**src/rtl/fast_line_port.sv**
```systemverilog
// Host access port for one fast memory line: parallel word requests
// become LSB-first serial traffic locked to the line-origin marker.
module fast_line_port #(
    parameter int WORD_BITS = 29,
    parameter int WORDS     = 4
) (
    input  logic                 CLOCK,
    input  logic                 RST_N,
    input  logic                 SYNC,
    input  logic                 LINE_OUT,
    output logic                 LB,
    output logic                 WR_GATE,
    input  logic                 REQ,
    input  logic                 WE,
    input  logic [1:0]           ADDR,
    input  logic [WORD_BITS-1:0] WDATA,
    output logic                 ACK,
    output logic [WORD_BITS-1:0] RDATA,
    output logic                 BUSY,
    output logic                 LOCKED,
    output logic                 SYNC_ERR
);

    localparam int LINE_LEN = WORD_BITS * WORDS;
    localparam int PW       = $clog2(LINE_LEN);

    typedef enum logic [1:0] {
        S_IDLE,
        S_WAIT,
        S_XFER,
        S_DONE
    } state_t;

    state_t               r_state;
    state_t               w_state_nxt;
    logic [PW-1:0]        r_pos;
    logic [PW-1:0]        w_pos;
    logic [PW-1:0]        w_pos_nxt;
    logic [PW-1:0]        w_base;
    logic                 r_locked;
    logic                 r_sync_err;
    logic                 r_we;
    logic [1:0]           r_addr;
    logic [WORD_BITS-1:0] r_wdata;
    logic [WORD_BITS-2:0] r_rsh;
    logic [WORD_BITS-1:0] r_wsh;
    logic [WORD_BITS-1:0] r_rdata;
    logic                 r_lb;
    logic                 r_wr_gate;
    logic                 w_realign;
    logic                 w_accept;
    logic                 w_we;
    logic [WORD_BITS-1:0] w_wdata;
    logic                 w_start;
    logic                 w_last;
    logic                 w_enter;
    logic                 w_ack;
    logic                 w_busy;

    assign w_pos     = SYNC ? '0 : r_pos;
    assign w_pos_nxt = (w_pos == PW'(LINE_LEN - 1)) ? '0 : w_pos + PW'(1);
    assign w_realign = SYNC & r_locked & (r_pos != '0);
    assign w_accept  = (r_state == S_IDLE) & REQ & r_locked;
    assign w_we      = w_accept ? WE : r_we;
    assign w_wdata   = w_accept ? WDATA : r_wdata;
    assign w_base    = PW'(WORD_BITS * int'(w_accept ? ADDR : r_addr));
    assign w_start   = (w_pos_nxt == w_base);
    assign w_last    = (w_pos == w_base + PW'(WORD_BITS - 1));

    // Serial outputs are decoded a cycle early; a bad SYNC kills them at once.
    assign w_enter  = (w_state_nxt == S_XFER) & ((r_state != S_XFER) | w_realign);
    assign LB       = r_lb & ~w_realign;
    assign WR_GATE  = r_wr_gate & ~w_realign;
    assign ACK      = w_ack;
    assign BUSY     = w_busy;
    assign RDATA    = r_rdata;
    assign LOCKED   = r_locked;
    assign SYNC_ERR = r_sync_err;

    always_ff @(posedge CLOCK or negedge RST_N) begin
        if (!RST_N) r_state <= S_IDLE;
        else        r_state <= w_state_nxt;
    end

    always_comb begin
        w_state_nxt = r_state;
        unique case (r_state)
            S_IDLE: if (w_accept) w_state_nxt = w_start ? S_XFER : S_WAIT;
            S_WAIT: if (w_start) w_state_nxt = S_XFER;
            S_XFER: begin
                if (w_realign)   w_state_nxt = w_start ? S_XFER : S_WAIT;
                else if (w_last) w_state_nxt = S_DONE;
            end
            S_DONE: w_state_nxt = S_IDLE;
            default: w_state_nxt = S_IDLE;
        endcase
    end

    always_comb begin
        w_ack  = 1'b0;
        w_busy = 1'b0;
        unique case (r_state)
            S_IDLE: w_busy = 1'b0;
            S_WAIT: w_busy = 1'b1;
            S_XFER: w_busy = 1'b1;
            S_DONE: begin
                w_ack  = 1'b1;
                w_busy = 1'b1;
            end
            default: w_busy = 1'b0;
        endcase
    end

    always_ff @(posedge CLOCK or negedge RST_N) begin
        if (!RST_N) begin
            r_pos      <= '0;
            r_locked   <= 1'b0;
            r_sync_err <= 1'b0;
        end else begin
            r_pos <= w_pos_nxt;
            if (SYNC)      r_locked   <= 1'b1;
            if (w_realign) r_sync_err <= 1'b1;
        end
    end

    always_ff @(posedge CLOCK or negedge RST_N) begin
        if (!RST_N) begin
            r_we    <= 1'b0;
            r_addr  <= '0;
            r_wdata <= '0;
        end else if (w_accept) begin
            r_we    <= WE;
            r_addr  <= ADDR;
            r_wdata <= WDATA;
        end
    end

    always_ff @(posedge CLOCK or negedge RST_N) begin
        if (!RST_N) begin
            r_rsh   <= '0;
            r_rdata <= '0;
        end else if (r_state == S_XFER) begin
            r_rsh <= {LINE_OUT, r_rsh[WORD_BITS-2:1]};
            if (w_state_nxt == S_DONE)
                r_rdata <= r_we ? r_wdata : {LINE_OUT, r_rsh};
        end
    end

    always_ff @(posedge CLOCK or negedge RST_N) begin
        if (!RST_N) begin
            r_wsh     <= '0;
            r_lb      <= 1'b0;
            r_wr_gate <= 1'b0;
        end else if (w_enter) begin
            r_wsh     <= w_wdata >> 1;
            r_lb      <= w_we & w_wdata[0];
            r_wr_gate <= w_we;
        end else if (w_state_nxt == S_XFER) begin
            r_wsh     <= r_wsh >> 1;
            r_lb      <= r_we & r_wsh[0];
            r_wr_gate <= r_we;
        end else begin
            r_lb      <= 1'b0;
            r_wr_gate <= 1'b0;
        end
    end

endmodule

```
**config.mk**
```make
export PLATFORM = sky130hd
export DESIGN_NAME = fast_line_port
export DESIGN_NICKNAME = d
export VERILOG_FILES = /design/src/rtl/fast_line_port.sv
export SDC_FILE = /design/constraint.sdc
export NUM_CORES = 1
export LEC_CHECK = 0
export ABC_AREA = 1
export CAP_MARGIN = 20
export CORE_UTILIZATION = 34
export CTS_BUF_LIST = sky130_fd_sc_hd__clkbuf_4 sky130_fd_sc_hd__clkbuf_8
export DETAILED_ROUTE_END_ITERATION = 12
export MAX_ROUTING_LAYER = met4
export PLACE_DENSITY_LB_ADDON = 0.05
export SLEW_MARGIN = 20
export SYNTH_ARGS = -nofsm -noshare
export SYNTH_HDL_FRONTEND = slang
export SYNTH_SLANG_ARGS = --single-unit
```
**constraint.sdc**
```tcl
create_clock -name CLOCK -period 3.45 [get_ports CLOCK]
set_input_delay 0.69 -clock CLOCK [delete_from_list [all_inputs] [get_ports CLOCK]]
set_output_delay 0.69 -clock CLOCK [all_outputs]
set_load 0.05 [all_outputs]
```
# [Word-level counts from Yosys, hierarchy flattened]
# Index checks and enable logic that the tools add are counted.
[totals] register_bits=131 input_bits=37 out_inout_bits=35 wordCells=60
[op_classes] n_addsub=2 n_mul=1 n_eq_ne=9 muxes=20 n_bitwise=11 n_reduce_logical=5
[ops] cell="29-bit two-way mux" n=4
[ops] cell="7-bit equality test" n=2
[ops] cell="7-bit two-way mux" n=2
[ops] cell="2-bit two-way mux" n=6
[ops] cell="1-bit bitwise AND" n=9
[ops] cell="2-bit equality test, second input constant" n=4
[ops] cell="2-bit case mux with 4 select lines" n=1
[ops] cell="7-bit by 1-bit adder with 7-bit output, second input constant" n=1
[ops] cell="7-bit by 5-bit adder with 7-bit output, second input constant" n=1
[ops] cell="7-bit equality test, second input constant" n=1
[ops] cell="5-bit by 2-bit multiplier with 7-bit output, first input constant" n=1
[ops] cell="7-bit nonzero test" n=1
[ops] cell="1-bit two-way mux" n=6
[ops] cell="3-bit OR reduction" n=1
[ops] cell="2-bit by 1-bit equality test with 1-bit output, second input constant" n=1
[ops] cell="2-bit logical NOT" n=1
[ops] cell="2-bit != test, second input constant" n=1
[ops] cell="1-bit case mux with 2 select lines" n=1
[ops] cell="2-bit AND reduction" n=1
[ops] cell="2-bit nonzero test" n=1
[ops] cell="1-bit NOT" n=1
[ops] cell="1-bit OR" n=1

# [Depth between registers and ports, before layout]
[depth] word_depth=13 depth_mapped=22 ltp_nobuf=20

# [Least setup slack after synthesis]
# No wires, ideal clock.
[synth_path] path_kind="input port to flip-flop" from="in REQ" to="reg r_wsh[20]" setup_time_ns=0.125 arrival_time_ns=2.670 required_time_ns=3.325 slack_ns=0.654 path_stages=19 path_buffers=2 path_cell_list="nand2_1 inv_1 nand2_4 nand2_1 nand2_1 ha_1 nand3b_1 nand2_1 nand3_1 nor2_2 nand3_2 nand2_1 nand2_1 nand2_1 nand2_1 buf_2 buf_6 nand2_1 nand3_1"
[synth_between] elab_chain_len=12 word_cells_on_any_way=18 cone_classes="add/sub: 1; mul: 1; eq/ne: 3; mux: 9; bitwise: 3; reduce/logical: 1"
[synth_rtl] item="from (decl)" line_no="13" text="input logic REQ,"
[synth_rtl] item="1-bit bitwise AND (*) (2 in series)" line_no="63" text="assign w_accept = (r_state == S_IDLE) & REQ & r_locked;"
[synth_rtl] item="2-bit two-way mux" line_no="66" text="assign w_base = PW'(WORD_BITS * int'(w_accept ? ADDR : r_addr));"
[synth_rtl] item="5-bit by 2-bit multiplier with 7-bit output" line_no="66"
[synth_rtl] item="7-bit by 5-bit adder with 7-bit output" line_no="68" text="assign w_last = (w_pos == w_base + PW'(WORD_BITS - 1));"
[synth_rtl] item="7-bit equality test" line_no="68"
[synth_rtl] item="2-bit two-way mux" line_no="92" text="else if (w_last) w_state_nxt = S_DONE;"
[synth_rtl] item="2-bit two-way mux" line_no="91" text="if (w_realign) w_state_nxt = w_start ? S_XFER : S_WAIT;"
[synth_rtl] item="2-bit case mux with 4 select lines" line_no="87" text="unique case (r_state)"
[synth_rtl] item="2-bit equality test" line_no="71, 158"
[synth_rtl] item="1-bit bitwise AND" line_no="71" text="assign w_enter = (w_state_nxt == S_XFER) & ((r_state != S_XFER) | w_realign);"
[synth_rtl] item="29-bit two-way mux / 2-bit nonzero test (equally long branches)"
[synth_rtl] item="to (signal assigned)" line_no="155" text="r_wsh <= w_wdata >> 1;"
[synth_rtl] item="to (signal assigned)" line_no="159" text="r_wsh <= r_wsh >> 1;"
[synth_rtl] item="to (decl)" line_no="46" text="logic [WORD_BITS-1:0] r_wsh;"
# Mark *: on every way between the ends. The rest lies on a longest branch, timed or not.
# A chain may end at the register's enable or synchronous reset.

# [Worst setup path in the final report]
[layout_path] from="in SYNC" to="reg r_wsh[18]"
[layout_between] elab_chain_len=10 word_cells_on_any_way=19 cone_classes="add/sub: 1; eq/ne: 4; mux: 9; bitwise: 4; reduce/logical: 1"
[layout_rtl] item="from (decl)" line_no="9" text="input logic SYNC,"
[layout_rtl] item="7-bit two-way mux (*)" line_no="60" text="assign w_pos = SYNC ? '0 : r_pos;"
[layout_rtl] item="7-bit by 1-bit adder with 7-bit output / 7-bit equality test (equally long branches)" line_no="61" text="assign w_pos_nxt = (w_pos == PW'(LINE_LEN - 1)) ? '0 : w_pos + PW'(1);"
[layout_rtl] item="7-bit two-way mux (*)" line_no="61"
[layout_rtl] item="net w_pos_nxt[4]" line_no="38" text="logic [PW-1:0] w_pos_nxt;"
[layout_rtl] item="7-bit equality test (*)" line_no="67" text="assign w_start = (w_pos_nxt == w_base);"
[layout_rtl] item="2-bit two-way mux" line_no="88, 91"
[layout_rtl] item="2-bit two-way mux, on equally long branches" line_no="91, 88"
[layout_rtl] item="2-bit case mux with 4 select lines (*)" line_no="87"
[layout_rtl] item="2-bit equality test (*)" line_no="71, 158"
[layout_rtl] item="1-bit bitwise AND" line_no="71"
[layout_rtl] item="29-bit two-way mux / 2-bit nonzero test (equally long branches)"
# Mark *: on every way through the listed nets, which the timed path passes. The rest lies on a longest branch.

==> flow_metrics.env <==
export IMPL_antenna_found_initial=0
export IMPL_synth_common_cells="169 x nand2_1, 130 x dfrtp_1, 76 x o21ai_0"
export IMPL_intPower_mw=3.27
export IMPL_drive_gt1_share_pct=13.9
export IMPL_root_buffer="clkbuf_8"
export IMPL_p_switching_mw=2.11
export IMPL_cts_repair_resized=0
export IMPL_sw_frac_of_total_pct=39.2
export IMPL_crit_family="simple AND/OR/NAND/NOR gates"
export IMPL_core_area_um2=17200
export IMPL_synth_area_um2=5960
export IMPL_path_buf_inv=6
export IMPL_synth_top_area_share_pct=54.6
export IMPL_layout_min_cycle_time_ns=2.99
export IMPL_route_vias_total=4700
export IMPL_h_tree_depth=4
export IMPL_finalNetCount=769
export IMPL_post_dp_hpwl_um=10300
export IMPL_clkPwrFrac_pct=24.2
export IMPL_p_leak_nw=3.38
export IMPL_rsz0062_at_grt="false"
export IMPL_synth_cells=659
export IMPL_layout_setup_ws_ns=0.465
export IMPL_status="finished clean"
export IMPL_cellPowerDensity_nw_per_um2=733
export IMPL_ios=72
export IMPL_clockBufferDepth=2
export IMPL_finalHoldViolCount=0
export IMPL_wl_per_cell_um=15.3
export IMPL_cts_tree="done"
export IMPL_synth_area_leaders="dfrtp_1 55%, nand2_1 11%, o21ai_0 6.4%"
export IMPL_clock_sinks=130
export IMPL_cp_end_kind="register"
export IMPL_drv_slew=0
export IMPL_post_route_period_util_pct=86.5
export IMPL_cts_buffers=17
export IMPL_synth_seq_area_share_pct=54.6
export IMPL_yosysWarnings=0
export IMPL_grt_pass1_vias=4470
export IMPL_port_buffers=71
export IMPL_first_iter_violations=322
export IMPL_path_clk_slew_ns=0.08
export IMPL_die_y_um=134
export IMPL_slowest_delay_ns=0.43
export IMPL_drt_first_pass_iters=5
export IMPL_grt_pass1_wl_um=24400
export IMPL_synth_edff_count=0
export IMPL_synthFlopType="dfrtp_1"
export IMPL_path_cells="clkdlybuf4s50_1, inv_2, nand2_1, inv_1, ha_1, inv_1, a21oi_1, nand3_2, clkinv_1, nor2_1, nand2_1, nand2_1, nor2_2, nand3_2, nand2_1, nand2_1, nand2_1, nand2_1, buf_4, nand2_1, nand3_1"
export IMPL_grt_remaining_overflow=0
export IMPL_tightest_slew_ns=0.698
export IMPL_wl_um=14800
export IMPL_maxSlewHeadroom_pct=53.4
export IMPL_drv_cap=0
export IMPL_initial_core_util_pct=34.7
export IMPL_die_w_um=134
export IMPL_path_class="in -> reg"
export IMPL_grt_max_degree=60
export IMPL_grtUsageTotal_pct=18.3
export IMPL_async_flop_share_pct=100
export IMPL_clk_latency_ns=0.45
export IMPL_final_util_pct=42.7
export IMPL_synthDistinctLibCells=34
export IMPL_yosysMostFrequentCell="nand2_1"
export IMPL_crit_path_top_delay_cell="clkdlybuf4s50_1"
export IMPL_cp_start_kind="primary input"
export IMPL_place_area_um2=6940
export IMPL_vias_per_cell=4.86
export IMPL_dieArea_um2=18100
export IMPL_yosys_area_top_type="dfrtp_1"
export IMPL_syn_nets=699
export IMPL_hold_class="in -> async"
export IMPL_cpMostUsedCell="nand2_1"
export IMPL_max_freq_mhz=335
export IMPL_p_comb_share_pct=36.6
export IMPL_cp_required_ns=3.78
export IMPL_pwr_share_seq_pct=39.2
export IMPL_antenna_cells=0
export IMPL_fin_skew_ns=0.0160
export IMPL_pre_cts_ws_ns=-0.0109
export IMPL_vdd_ir_drop_max_v=0.000349
export IMPL_synth_seq_cells=130
export IMPL_setup_viol=0
export IMPL_gp_congestion=0.868
export IMPL_postCtsSetupBuffers=0
export IMPL_rows=48
export IMPL_synth_area_per_cell_um2=9.04
export IMPL_ant_nets=0
export IMPL_worstPathMaxFanout=19
export IMPL_critPathArrivalTime_ns=3.32
export IMPL_drc_errors=0
export IMPL_fin_area_um2=7340
export IMPL_ctsHoldBuffers=0
export IMPL_area_growth_pct=23.1
## state kept, by name, indices dropped and copies added, names as in the netlist
register   flops
LOCKED         1
RDATA         29
SYNC_ERR       1
r_addr         2
r_lb           1
r_pos          7
r_rsh         28
r_state        2
r_wdata       29
r_we           1
r_wr_gate      1
r_wsh         28
## path summary, 6_finish.rpt
kind                                            from               endpoint  slack, ns  depth (start not counted)
worst min register to register  SYNC_ERR$_DFFE_PN0P_   SYNC_ERR$_DFFE_PN0P_       0.47                          1
worst max-delay path                            SYNC  r_wsh[18]$_DFFE_PN0P_       0.46                         21
worst max register to register  r_state[1]$_DFF_PN0_  r_wsh[18]$_DFFE_PN0P_       0.74                         17
max in group asynchronous                      RST_N   r_wsh[7]$_DFFE_PN0P_       2.42                          2
min in group CLOCK              SYNC_ERR$_DFFE_PN0P_   SYNC_ERR$_DFFE_PN0P_       0.47                          1
worst min-delay path                           RST_N  r_rsh[16]$_DFFE_PN0P_       0.27                          1
## through the flow
stage	cells	setup TNS, ns	power [mW]	hold slack [ns]
after floorplan	659	0	3.39	0.394
after global placement	935	0	4.12	0.457
after detailed placement	935	-0.0168	4.13	0.459
after CTS	967	0	5.45	0.295
after global routing	967	0	5.71	0.315
final	967	0	5.38	0.267
## cell usage in the layout (no fill, tap or decap), types with 2 or more instances in the layout
cell type	instances
nand2_1	169
dfrtp_1	130
o21ai_0	76
clkdlybuf4s50_1	68
inv_1	58
nand4_1	56
nand3_1	36
mux2_2	28
buf_4	21
clkbuf_8	19
o21ai_1	15
nor2_1	11
nor2_2	6
clkinvlp_4	4
clkinv_2	4
buf_12	4
nand3b_1	3
nor3_1	3
ha_1	3
clkinv_4	3
inv_2	2
a21oi_1	2
nand3_2	2
nor2_4	2
nand2_2	2
xor2_1	2
o2111ai_1	2
or2_2	2
bufinv_16	2
## cell families (layout without fill, tap and decap cells)
| group | Yosys count | count (layout) | synth area share [%] |
|---|---|---|---|
| DFF | 130 | 130 | 54.6 |
| adders and majority gates | 3 | 3 | 0.630 |
| buffers and inverters | 103 | 186 | 7.64 |
| xor gates and xnor gates | 2 | 2 | 0.294 |
| AOI/OAI and AO/OA | 99 | 99 | 8.76 |
| muxes | 28 | 28 | 5.29 |
| and+or+nand+nor | 294 | 294 | 22.8 |
## per-layer routing
metal / vias to the layer above / routed length (um) / GRT usage, %
li1: 2344 / - / -
met2: 102 / 6660 / 26.3
met3: 17 / 551 / 4.12
met4: 0 / 180 / 5.37
met5: - / 0 / -
met1: 2237 / 7370 / 25.7
## power by group through the flow
stage          Combinational, mW  Sequential (mW)  Clock, mW
6_report                    1.97             2.11       1.30
4_1_cts                     2.00             2.11       1.34
5_1_grt                     2.15             2.15       1.41
3_3_place_gp                2.00             2.12          0
3_5_place_dp                1.99             2.14          0
2_1_floorplan              0.721             2.67          0
## layout make-up
type / count / area [um^2]
Multi-Input combinational cell: 426 / 2260
Clock inverter: 13 / 136
Tap cell: 225 / 282
Timing Repair Buffer: 93 / 918
Fill cell: 1729 / 9840
Sequential cell: 130 / 3250
Clock buffer: 19 / 262
Inverter: 61 / 229
No activity file was read; power rests on OpenSTA's default activity.
==> variant (same flow settings) <==
The parameter `WORDS` goes from 4 to 2.
--- a/src/rtl/fast_line_port.sv
+++ b/src/rtl/fast_line_port.sv
@@ -2,7 +2,7 @@
 // become LSB-first serial traffic locked to the line-origin marker.
 module fast_line_port #(
     parameter int WORD_BITS = 29,
-    parameter int WORDS     = 4
+    parameter int WORDS     = 2
 ) (
     input  logic                 CLOCK,
     input  logic                 RST_N,
Behaviour: no difference found for any inputs over 10 cycles, from zero or initial values and one cycle with RST_N low; that may be too few to reach the edited logic, so the function may still have changed.
==> variant against the unedited design <==
First-iteration DRC count fell by 14%. Final area rose by 0.38%. Sequential cell count fell by 1. Register-to-register slack improved by 0.17 ns. Worst hold slack got worse by 0.00059 ns. Worst setup slack improved by 0.15 ns. Power fell by 0.70%. Core utilization fell by 0.14 points. Global-route usage fell by 0.72 points. Count of clock-buffer cells in the layout rose by 3. Synthesized area rose by 0.97%. Routed wire length fell by 3.3%. Critical path depth fell by 3. Critical path type unchanged.
==> variant: results (changes against the unedited design) <==
status completed (unchanged); Mapped Cells 704 (was 659); Synth area leaders dfrtp_1 54%, nand2_1 17%, o21ai_0 6.6% (was dfrtp_1 55%, nand2_1 11%, o21ai_0 6.4%); Worst-Margin Slew 0.9348 ns (was 0.6979 ns); Layout Nets 816 (was 769); top cells by count, synth 268 x nand2_1, 129 x dfrtp_1, 79 x o21ai_0, 56 x inv_1, 45 x nand3_1 (was 169 x nand2_1, 130 x dfrtp_1, 76 x o21ai_0, 58 x inv_1, 56 x nand4_1); First-pass DRT Iterations 4 (was 5); Cell variety after synth 30 (was 34); Worst Path Max Fanout 50 (was 19); Setup Buffers After CTS 0 (unchanged); H-tree levels 4 (unchanged); vias in the first global route 4,608 (was 4,470); vias per inst 4.535 (was 4.860); initial antenna violation count 0 (unchanged); # fillers 1,756 (was 1,729); Post-Route Skew 0.01064 ns (was 0.01598 ns); switching power 2.016 mW (was 2.107 mW); HPWL Detailed 10,030 um (was 10,280 um); insertion delay to the later sink of the worst-skew pair 0.43 ns (was 0.45 ns); Final GP Congestion 0.8866 (was 0.8675); final hold slack 0.2664 ns (was 0.2670 ns); WS Path Type in -> reg (unchanged); pin count of the biggest net entering global routing 60 (unchanged); average wire per standard cell 14.08 um (was 15.27 um); post-synth net total 744 (was 699); Area after DPL 0.006948 mm^2 (was 0.006940 mm^2); first-pass GRT wire length 23,960 um (was 24,350 um); layout cells sized above 1 0.1356 (was 0.1388); global router's overall resource usage 0.1757 (was 0.1828); sequential share of the synthesized area 0.5365 (was 0.5459); Worst EP arrival 3.13 ns (was 3.32 ns); leakage power 3.633 nW (was 3.377 nW); placed instance count 982 (was 935); peak supply drop 0.0002978 V (was 0.0003493 V); Non-Filler Instances 1,014 (was 967); Initial DRC Count 277 (was 322); flop-to-flop setup slack 0.91 ns (was 0.74 ns)
## variant: kinds of logic (layout without fill, tap and decap cells)
| kind of cell | Yosys count | after routing | share of synthesized area |
|---|---|---|---|
| xor gates and xnor gates | 1 | 1 | 0.002704 |
| and+or+nand+nor | 357 | 357 | 0.2520 |
| DFF | 129 | 129 | 0.5365 |
| adders and majority gates | 3 | 3 | 0.006239 |
| AOI/OAI and AO/OA | 88 | 88 | 0.07424 |
| muxes | 32 | 32 | 0.05926 |
| buffers and inverters | 94 | 179 | 0.06904 |
## variant: cell type report
class | count | share of cell area
clock inverter | 10 | 0.01818
multi-input combinational | 481 | 0.3222
inverter | 63 | 0.03244
clock buffer | 22 | 0.03856
sequential | 129 | 0.4383
timing repair buffer | 84 | 0.1121
tap | 225 | 0.03822
## variant: power groups by stage
stage                     Clock, mW  Sequential [mW]  Combinational (mW)
final                          1.36             2.10                1.88
after global routing           1.48             2.14                2.09
after CTS                      1.40             2.10                1.91
after detailed placement          0             2.13                1.91
after global placement            0             2.13                1.89
after floorplan                   0             2.40               0.972
## variant: worst paths after layout
kind,startpoint,endpoint,cells past startpoint
worst max-delay path,SYNC,RDATA[23]$_DFFE_PN0P_,18
worst min-delay path,RST_N,r_rsh[1]$_DFFE_PN0P_,1
worst max register to register,r_state[0]$_DFF_PN0_,RDATA[23]$_DFFE_PN0P_,16
worst min register to register,SYNC_ERR$_DFFE_PN0P_,SYNC_ERR$_DFFE_PN0P_,1
max in group asynchronous,RST_N,r_wsh[26]$_DFFE_PN0P_,2
min in group CLOCK,SYNC_ERR$_DFFE_PN0P_,SYNC_ERR$_DFFE_PN0P_,1
## variant: per-layer routing
layer | track usage | part of all wire | up-vias
li1 | - | - | 2370
met1 | 0.2439 | 0.52 | 2160
met2 | 0.2577 | 0.44 | 59
met3 | 0.04054 | 0.031 | 9
met4 | 0.04494 | 0.0083 | 0
met5 | - | 0 | -
## variant: metrics by stage
| stage | util | setup WS (ns) | total power, mW |
|---|---|---|---|
| CTS | 0.4259 | 0.6048 | 5.414 |
| global route | 0.4259 | 0.3314 | 5.706 |
| global placement | 0.4017 | 0.1919 | 4.021 |
| detailed placement | 0.4017 | 0.1455 | 4.035 |
| floorplan | - | 0.8474 | 3.372 |
| finish | 0.4259 | 0.6159 | 5.340 |
## variant: critical path, cell delays in order
cell and delay, ns:
clkdlybuf4s50_1 0.52, inv_4 0.08, nand2_1 0.09, inv_2 0.05
ha_1 0.19, nand3_1 0.14, nor2_4 0.07, a21oi_2 0.15
nand2_1 0.12, nand2_1 0.08, nand2_1 0.04, nor2_1 0.14
nand2_2 0.08, nand2_2 0.11, inv_2 0.09, nand2_4 0.13
buf_12 0.23, o21ai_0 0.11
